### src/rtl/gamma_lut_interp.sv
// gamma_lut_interp: per-channel piecewise-linear gamma curve (knot table + linear interpolation).
// Latency: fixed 3 iCLK cycles from iDATA/iDVAL to oDATA/oDVAL, valid aligned with data.
// Backpressure: none; one pixel per clock is always accepted.
//
// Ports:
//   iCLK, iRST_N                 clock, async active-low reset
//   iDVAL, iSOF, iDATA           pixel valid, start-of-frame, packed pixels (channel c at [c*DATA_WIDTH +: DATA_WIDTH])
//   oDVAL, oDATA                 corrected pixels, same packing
//   iWR_EN/CH/ADDR/DATA          host knot write into the inactive bank
//   iSWAP                        request bank swap at next iSOF
//   oSWAP_PENDING, oSWAP_DONE    swap armed / one-cycle pulse when applied
// Optional: GAMMA_BYPASS_EN adds iBYPASS, a per-pixel bypass carried down the pipe.
module gamma_lut_interp #(
  parameter  int DATA_WIDTH = 10,
  parameter  int NCH        = 3,
  parameter  int LUT_ABITS  = 4,
  localparam int FRAC_BITS  = DATA_WIDTH - LUT_ABITS,
  localparam int CH_BITS    = (NCH > 1) ? $clog2(NCH) : 1
) (
  input  logic                      iCLK,
  input  logic                      iRST_N,
  input  logic                      iDVAL,
  input  logic                      iSOF,
  input  logic [NCH*DATA_WIDTH-1:0] iDATA,
`ifdef GAMMA_BYPASS_EN
  input  logic                      iBYPASS,
`endif
  output logic                      oDVAL,
  output logic [NCH*DATA_WIDTH-1:0] oDATA,
  input  logic                      iWR_EN,
  input  logic [CH_BITS-1:0]        iWR_CH,
  input  logic [LUT_ABITS:0]        iWR_ADDR,
  input  logic [DATA_WIDTH-1:0]     iWR_DATA,
  input  logic                      iSWAP,
  output logic                      oSWAP_PENDING,
  output logic                      oSWAP_DONE
);

  localparam int NKNOT = (1 << LUT_ABITS) + 1;
  localparam int IW    = LUT_ABITS + 1;
  localparam int PW    = DATA_WIDTH + FRAC_BITS + 2;
  localparam logic signed [PW-1:0] HALF = PW'(2 ** (FRAC_BITS - 1));
  localparam logic signed [PW-1:0] MAXV = PW'(2 ** DATA_WIDTH - 1);

  // Identity knot; the last knot would be 2^DATA_WIDTH and saturates.
  function automatic logic [DATA_WIDTH-1:0] ident(input int k);
    if (k >= (1 << LUT_ABITS)) ident = '1;
    else                       ident = DATA_WIDTH'(k << FRAC_BITS);
  endfunction

  typedef enum logic {IDLE = 1'b0, ARMED = 1'b1} swap_state_t;

  swap_state_t           state;
  logic                  act_bank;
  logic                  swap_now;
  logic                  wr_ok;
  logic [DATA_WIDTH-1:0] knot [0:1][0:NCH-1][0:NKNOT-1];

  // Swap applies at an iSOF edge if armed or requested in the same cycle.
  assign swap_now      = iSOF & ((state == ARMED) | iSWAP);
  assign oSWAP_PENDING = (state == ARMED);
  assign wr_ok         = iWR_EN && (32'(iWR_CH) < NCH) && (32'(iWR_ADDR) < NKNOT);

  always_ff @(posedge iCLK or negedge iRST_N) begin
    if (!iRST_N) begin
      state      <= IDLE;
      act_bank   <= 1'b0;
      oSWAP_DONE <= 1'b0;
    end else begin
      oSWAP_DONE <= swap_now;
      if (swap_now) begin
        act_bank <= ~act_bank;
        state    <= IDLE;
      end else if (iSWAP) begin
        state    <= ARMED;
      end
    end
  end

  // Writes use the pre-edge inactive bank, so a write coinciding with a swap
  // lands in the bank that becomes active at that same edge.
  always_ff @(posedge iCLK or negedge iRST_N) begin
    if (!iRST_N) begin
      for (int b = 0; b < 2; b++)
        for (int c = 0; c < NCH; c++)
          for (int k = 0; k < NKNOT; k++)
            knot[b][c][k] <= ident(k);
    end else if (wr_ok) begin
      knot[~act_bank][iWR_CH][iWR_ADDR] <= iWR_DATA;
    end
  end

  // ---------------- S1: sample pixel, bank, valid ----------------
  logic [NCH*DATA_WIDTH-1:0] s1_pix;
  logic                      s1_bank;
  logic                      s1_dval;

  always_ff @(posedge iCLK or negedge iRST_N) begin
    if (!iRST_N) begin
      s1_pix  <= '0;
      s1_bank <= 1'b0;
      s1_dval <= 1'b0;
    end else begin
      s1_pix  <= iDATA;
      s1_bank <= act_bank ^ swap_now;
      s1_dval <= iDVAL;
    end
  end

  // ---------------- S2: fetch the two bracketing knots ----------------
  logic [IW-1:0]         s1_idx [NCH];
  logic [DATA_WIDTH-1:0] y0_n   [NCH];
  logic [DATA_WIDTH-1:0] y1_n   [NCH];

  always_comb begin
    for (int c = 0; c < NCH; c++) begin
      s1_idx[c] = IW'(s1_pix[c*DATA_WIDTH+FRAC_BITS +: LUT_ABITS]);
      y0_n[c]   = knot[s1_bank][c][s1_idx[c]];
      y1_n[c]   = knot[s1_bank][c][s1_idx[c] + IW'(1)];
    end
  end

  logic [DATA_WIDTH-1:0] s2_y0   [NCH];
  logic [DATA_WIDTH-1:0] s2_y1   [NCH];
  logic [FRAC_BITS-1:0]  s2_frac [NCH];
  logic                  s2_dval;

  always_ff @(posedge iCLK or negedge iRST_N) begin
    if (!iRST_N) begin
      for (int c = 0; c < NCH; c++) begin
        s2_y0[c]   <= '0;
        s2_y1[c]   <= '0;
        s2_frac[c] <= '0;
      end
      s2_dval <= 1'b0;
    end else begin
      for (int c = 0; c < NCH; c++) begin
        s2_y0[c]   <= y0_n[c];
        s2_y1[c]   <= y1_n[c];
        s2_frac[c] <= s1_pix[c*DATA_WIDTH +: FRAC_BITS];
      end
      s2_dval <= s1_dval;
    end
  end

`ifdef GAMMA_BYPASS_EN
  // Bypass flag and raw pixel ride alongside the datapath so the switch is per pixel.
  logic                      s1_byp;
  logic                      s2_byp;
  logic [NCH*DATA_WIDTH-1:0] s2_raw;

  always_ff @(posedge iCLK or negedge iRST_N) begin
    if (!iRST_N) begin
      s1_byp <= 1'b0;
      s2_byp <= 1'b0;
      s2_raw <= '0;
    end else begin
      s1_byp <= iBYPASS;
      s2_byp <= s1_byp;
      s2_raw <= s1_pix;
    end
  end
`endif

  // ---------------- S3: interpolate, round, clamp ----------------
  // r = (d*frac + half) >>> FRAC_BITS rounds toward +inf at .5, also for negative slopes.
  logic [DATA_WIDTH-1:0] res [NCH];

  always_comb begin
    for (int c = 0; c < NCH; c++) begin
      logic signed [DATA_WIDTH:0] d;
      logic signed [PW-1:0]       prod;
      logic signed [PW-1:0]       sum;
      d    = $signed({1'b0, s2_y1[c]}) - $signed({1'b0, s2_y0[c]});
      prod = PW'(d) * $signed(PW'({1'b0, s2_frac[c]}));
      sum  = ((prod + HALF) >>> FRAC_BITS) + $signed(PW'({1'b0, s2_y0[c]}));
      if (sum < 0)         res[c] = '0;
      else if (sum > MAXV) res[c] = '1;
      else                 res[c] = sum[DATA_WIDTH-1:0];
    end
  end

  always_ff @(posedge iCLK or negedge iRST_N) begin
    if (!iRST_N) begin
      oDVAL <= 1'b0;
      oDATA <= '0;
    end else begin
      oDVAL <= s2_dval;
      for (int c = 0; c < NCH; c++) begin
`ifdef GAMMA_BYPASS_EN
        oDATA[c*DATA_WIDTH +: DATA_WIDTH] <= s2_byp ? s2_raw[c*DATA_WIDTH +: DATA_WIDTH] : res[c];
`else
        oDATA[c*DATA_WIDTH +: DATA_WIDTH] <= res[c];
`endif
      end
    end
  end

endmodule
### config.mk
export PLATFORM = sky130hd
export DESIGN_NAME = gamma_lut_interp
export DESIGN_NICKNAME = d
export VERILOG_FILES = /design/src/rtl/gamma_lut_interp.sv
export SDC_FILE = /design/constraint.sdc
export NUM_CORES = 2
export LEC_CHECK = 0
export BUFFER_PORTS_ARGS = -buffer_cell sky130_fd_sc_hd__buf_2
export CAP_MARGIN = 15
export CORE_MARGIN = 2
export CORE_UTILIZATION = 30
export DETAILED_ROUTE_END_ITERATION = 10
export HOLD_SLACK_MARGIN = 0.08
export MAX_ROUTING_LAYER = met4
export SYNTH_ARGS = -nofsm -noshare
export SYNTH_HDL_FRONTEND = slang
export SYNTH_SLANG_ARGS = --single-unit
### constraint.sdc
create_clock -name iCLK -period 16.5 [get_ports iCLK]
set_input_delay 0 -clock iCLK [delete_from_list [all_inputs] [get_ports iCLK]]
set_output_delay 0 -clock iCLK [all_outputs]
set_load 0.05 [all_outputs]
==> impl_metrics.toml <==
[floorplanning]
die_x_um = 483
core_sq_um = 228000
dieArea_sq_um = 233000
die_y_um = 483
placementRows = 175
io_pins = 86
start_util_pct = 30.2

[logic_synthesis]
netlist_area_sq_um = 68800
synth_seq_cells = 1165
yosysSeqAreaShare_pct = 42.8
synthCells = 5102
ys_dominant_reg_cell = "dfrtp_1"
synthArstFlopShare_pct = 100
synth_nets = 5497
synth_edf_count = 0
synth.avg_cell_area_sq_um = 13.5
synth_cell_type_count = 74
yosys_warnings = 0

[drt]
vias = 44388
dr.first_iter.drc_count = 3356
detail-route-antenna-nets = 0
drtPass1Iterations = 5
routed_wirelength_mm = 188
drc = 0
wl_per_cell_um = 22.7
via_per_inst = 5.36

[grt]
use_met1_pct = 22.3
met2_usage_pct = 25.8
antenna_found_initial = 14
grt_pass1_vias = 45334
grt_busiest_layer = "met2"
grt_overflow = 0
grt_use_total_pct = 16.5
grt_max_degree = 157
use_met3_pct = 1.70
grt_first_pass_wirelength_mm = 291

[final_layout]
layout.cells.most_common = "mux2_2"
fillers = 21999
area_growth_pct = 13.1
layout.nets = 5553
final_cell_mix = "mux2_2, dfrtp_1, mux4_2"
drive_above_1_share_pct = 40.4

[pwr]
seq_power_share_pct = 25.3
power_frac_clock_pct = 22.7
switching_share_pct = 40.6
power_frac_comb_pct = 52.1
p_switching_w = 0.00531
total_power_w = 0.0131
intPower_w = 0.00776
powerDensity_nw_per_um2 = 168
leakage_nw = 34.9
ir_drop_mv = 0.193

[worst_setup_path]
cp-start-kind = "register"
worst_path_max_delay_cell = "o311ai_1"
path_depth = 33
cp_max_fo = 10
crit_type = "register to register"
crit_arrival_ns = 9.55
path_buf_inv = 4
path_delay_family = "compound AO/OA/AOI/OAI gates"
reg2reg_slack_ns = 7.64
r2r_cells = 33
critical-path-max-stage-delay_ns = 0.73
worstPathRequired_ns = 17.19
crit_path_end_kind = "register"

[worst_hold_path]
whs_path_depth = 2
hp-class = "input pin to register"

[timing]
clock.fmax_ghz = 0.113
grt_setup_unrepaired = "false"
skew_ns = 0.0740
final-hold-violation-count = 0
drv_slew = 0
worst_pin_slew_ns = 1.27
post-route-period-util_pct = 53.7
slew-limit-headroom_pct = 14.4
fin_tns_setup_ns = 0
setup_viol = 0
min_period_ns = 8.86

[job]
cap_violations = 0

[clock_tree]
htree_levels = 3
cts.clk_slew.worst_paths_ns = 0.06
clock_latency_ns = 0.79
cts_buffer_depth = 3
clkSinkCount = 1165
cts_made_buffers = 121
clk_root_buffer_cell = "clkbuf_16"
cts_tree = "done"

[placement]
numPortBuffers = 85
routabilityCongestion = 0.858
place_hpwl_mm = 126

[status]
status = "finished clean"
worst reg2reg max path, delay by kind of cell (launching register included):
family / cells / cell delay (ns)
AOI/OAI and AO/OA: 12 / 3.29
adders and majority gates: 7 / 2.91
and+or+nand+nor: 10 / 1.93
DFF: 1 / 0.38
buffers and inverters: 4 / 0.32
final cells by class:
class / instances / area (sq um) / area share, %
repair buffers: 260 / 2100 / 2.69
inverters: 284 / 1070 / 1.37
diodes: 4 / 10.0 / 0.0129
clock buffers: 183 / 3510 / 4.51
clock inverters: 47 / 817 / 1.05
flip-flops and latches: 1165 / 29500 / 37.9
multi-input cells: 3326 / 37100 / 47.6
well taps: 3009 / 3760 / 4.84
registers in the layout, summed over array words and instances (netlist names):
register and count:
s1_dval 1, s1_bank 1, knot 1020, oSWAP_PENDING 1, oSWAP_DONE 1, act_bank 1, s2_dval 1, s1_pix 30
s2_frac 18, oDATA 30, s2_y0 30, s2_y1 30, oDVAL 1
power groups by stage:
stage                     clock [W]  sequential [W]  combinational [W]
after global placement            0         0.00334            0.00660
after detailed placement          0         0.00335            0.00674
after floorplan                   0         0.00338            0.00519
after global routing        0.00314         0.00333            0.00762
after CTS                   0.00302         0.00330            0.00683
final                       0.00296         0.00330            0.00681
synth_stat cells, types with 15 or more instances:
cell,count,share of area [%]
a21o_1,29,0.32
a21oi_1,136,0.99
and2_1,147,1.3
buf_1,37,0.20
buf_2,32,0.23
clkbuf_1,258,1.4
dfrtp_1,913,33
dfstp_2,252,9.6
fa_1,147,4.3
ha_1,195,3.5
inv_1,284,1.5
mux2_1,16,0.26
mux2_2,1043,17
mux2i_1,252,3.7
mux4_2,428,14
nand2_1,160,0.87
nand2b_1,18,0.16
nand3_1,35,0.25
nor2_1,147,0.80
nor2b_1,24,0.22
nor3_1,57,0.41
o21a_1,15,0.16
o21ai_0,56,0.41
o221ai_1,114,1.5
o22ai_1,59,0.54
xnor2_1,59,0.75
xor2_1,22,0.28
metrics by stage:
step / setup slack (ns) / area (sq um) / util (%) / std cells / hold WS [ns]
finish: 7.64 / 77800 / 34.2 / 8278 / 0.103
global route: 6.88 / 77800 / 34.2 / 8278 / 0.152
CTS: 7.71 / 77700 / 34.1 / 8267 / 0.0926
detailed placement: 7.74 / 72600 / 31.9 / 7958 / 0.109
global placement: 7.89 / 72500 / 31.9 / 7955 / 0.108
floorplan: 8.68 / 68800 / - / 5102 / -0.296
routing by layer:
| layer | up-vias | part of all wire, % |
|---|---|---|
| li1 | 19094 | - |
| met2 | 1232 | 48 |
| met1 | 23759 | 44 |
| met3 | 303 | 4.6 |
| met5 | - | 0 |
| met4 | 0 | 3.5 |
repair_timing:
action | 4_1_cts | 5_1_grt
endpoints found under the hold margin | 357 | 48
buffers inserted | 0 | 0
hold buffers | 79 | 2
resized for setup | 0 | 0
cell families (layout without fill, tap and decap cells):
logic type | count (synthesis) | in the layout | synth area share [%]
AO/OA/AOI/OAI | 512 | 512 | 5.14
XOR/XNOR | 81 | 81 | 1.03
adder cells (fa/ha/maj) | 342 | 342 | 7.83
buffers and inverters | 611 | 774 | 3.39
flip-flops | 1165 | 1165 | 42.8
multiplexers | 1739 | 1739 | 35.0
other | 0 | 4 | 0
AND/OR/NAND/NOR | 652 | 652 | 4.75
worst paths after layout:
kind | startpoint | end
min reg2reg | s1_pix[3] | s2_frac[15]
max | s2_y0[11] | oDATA[11]
max reg2reg | s2_y0[11] | oDATA[11]
min in group asynchronous | iRST_N | knot[179]
max in group asynchronous | iRST_N | knot[483]
min | iWR_DATA[3] | knot[853]
(Power assumes the default switching activity.)
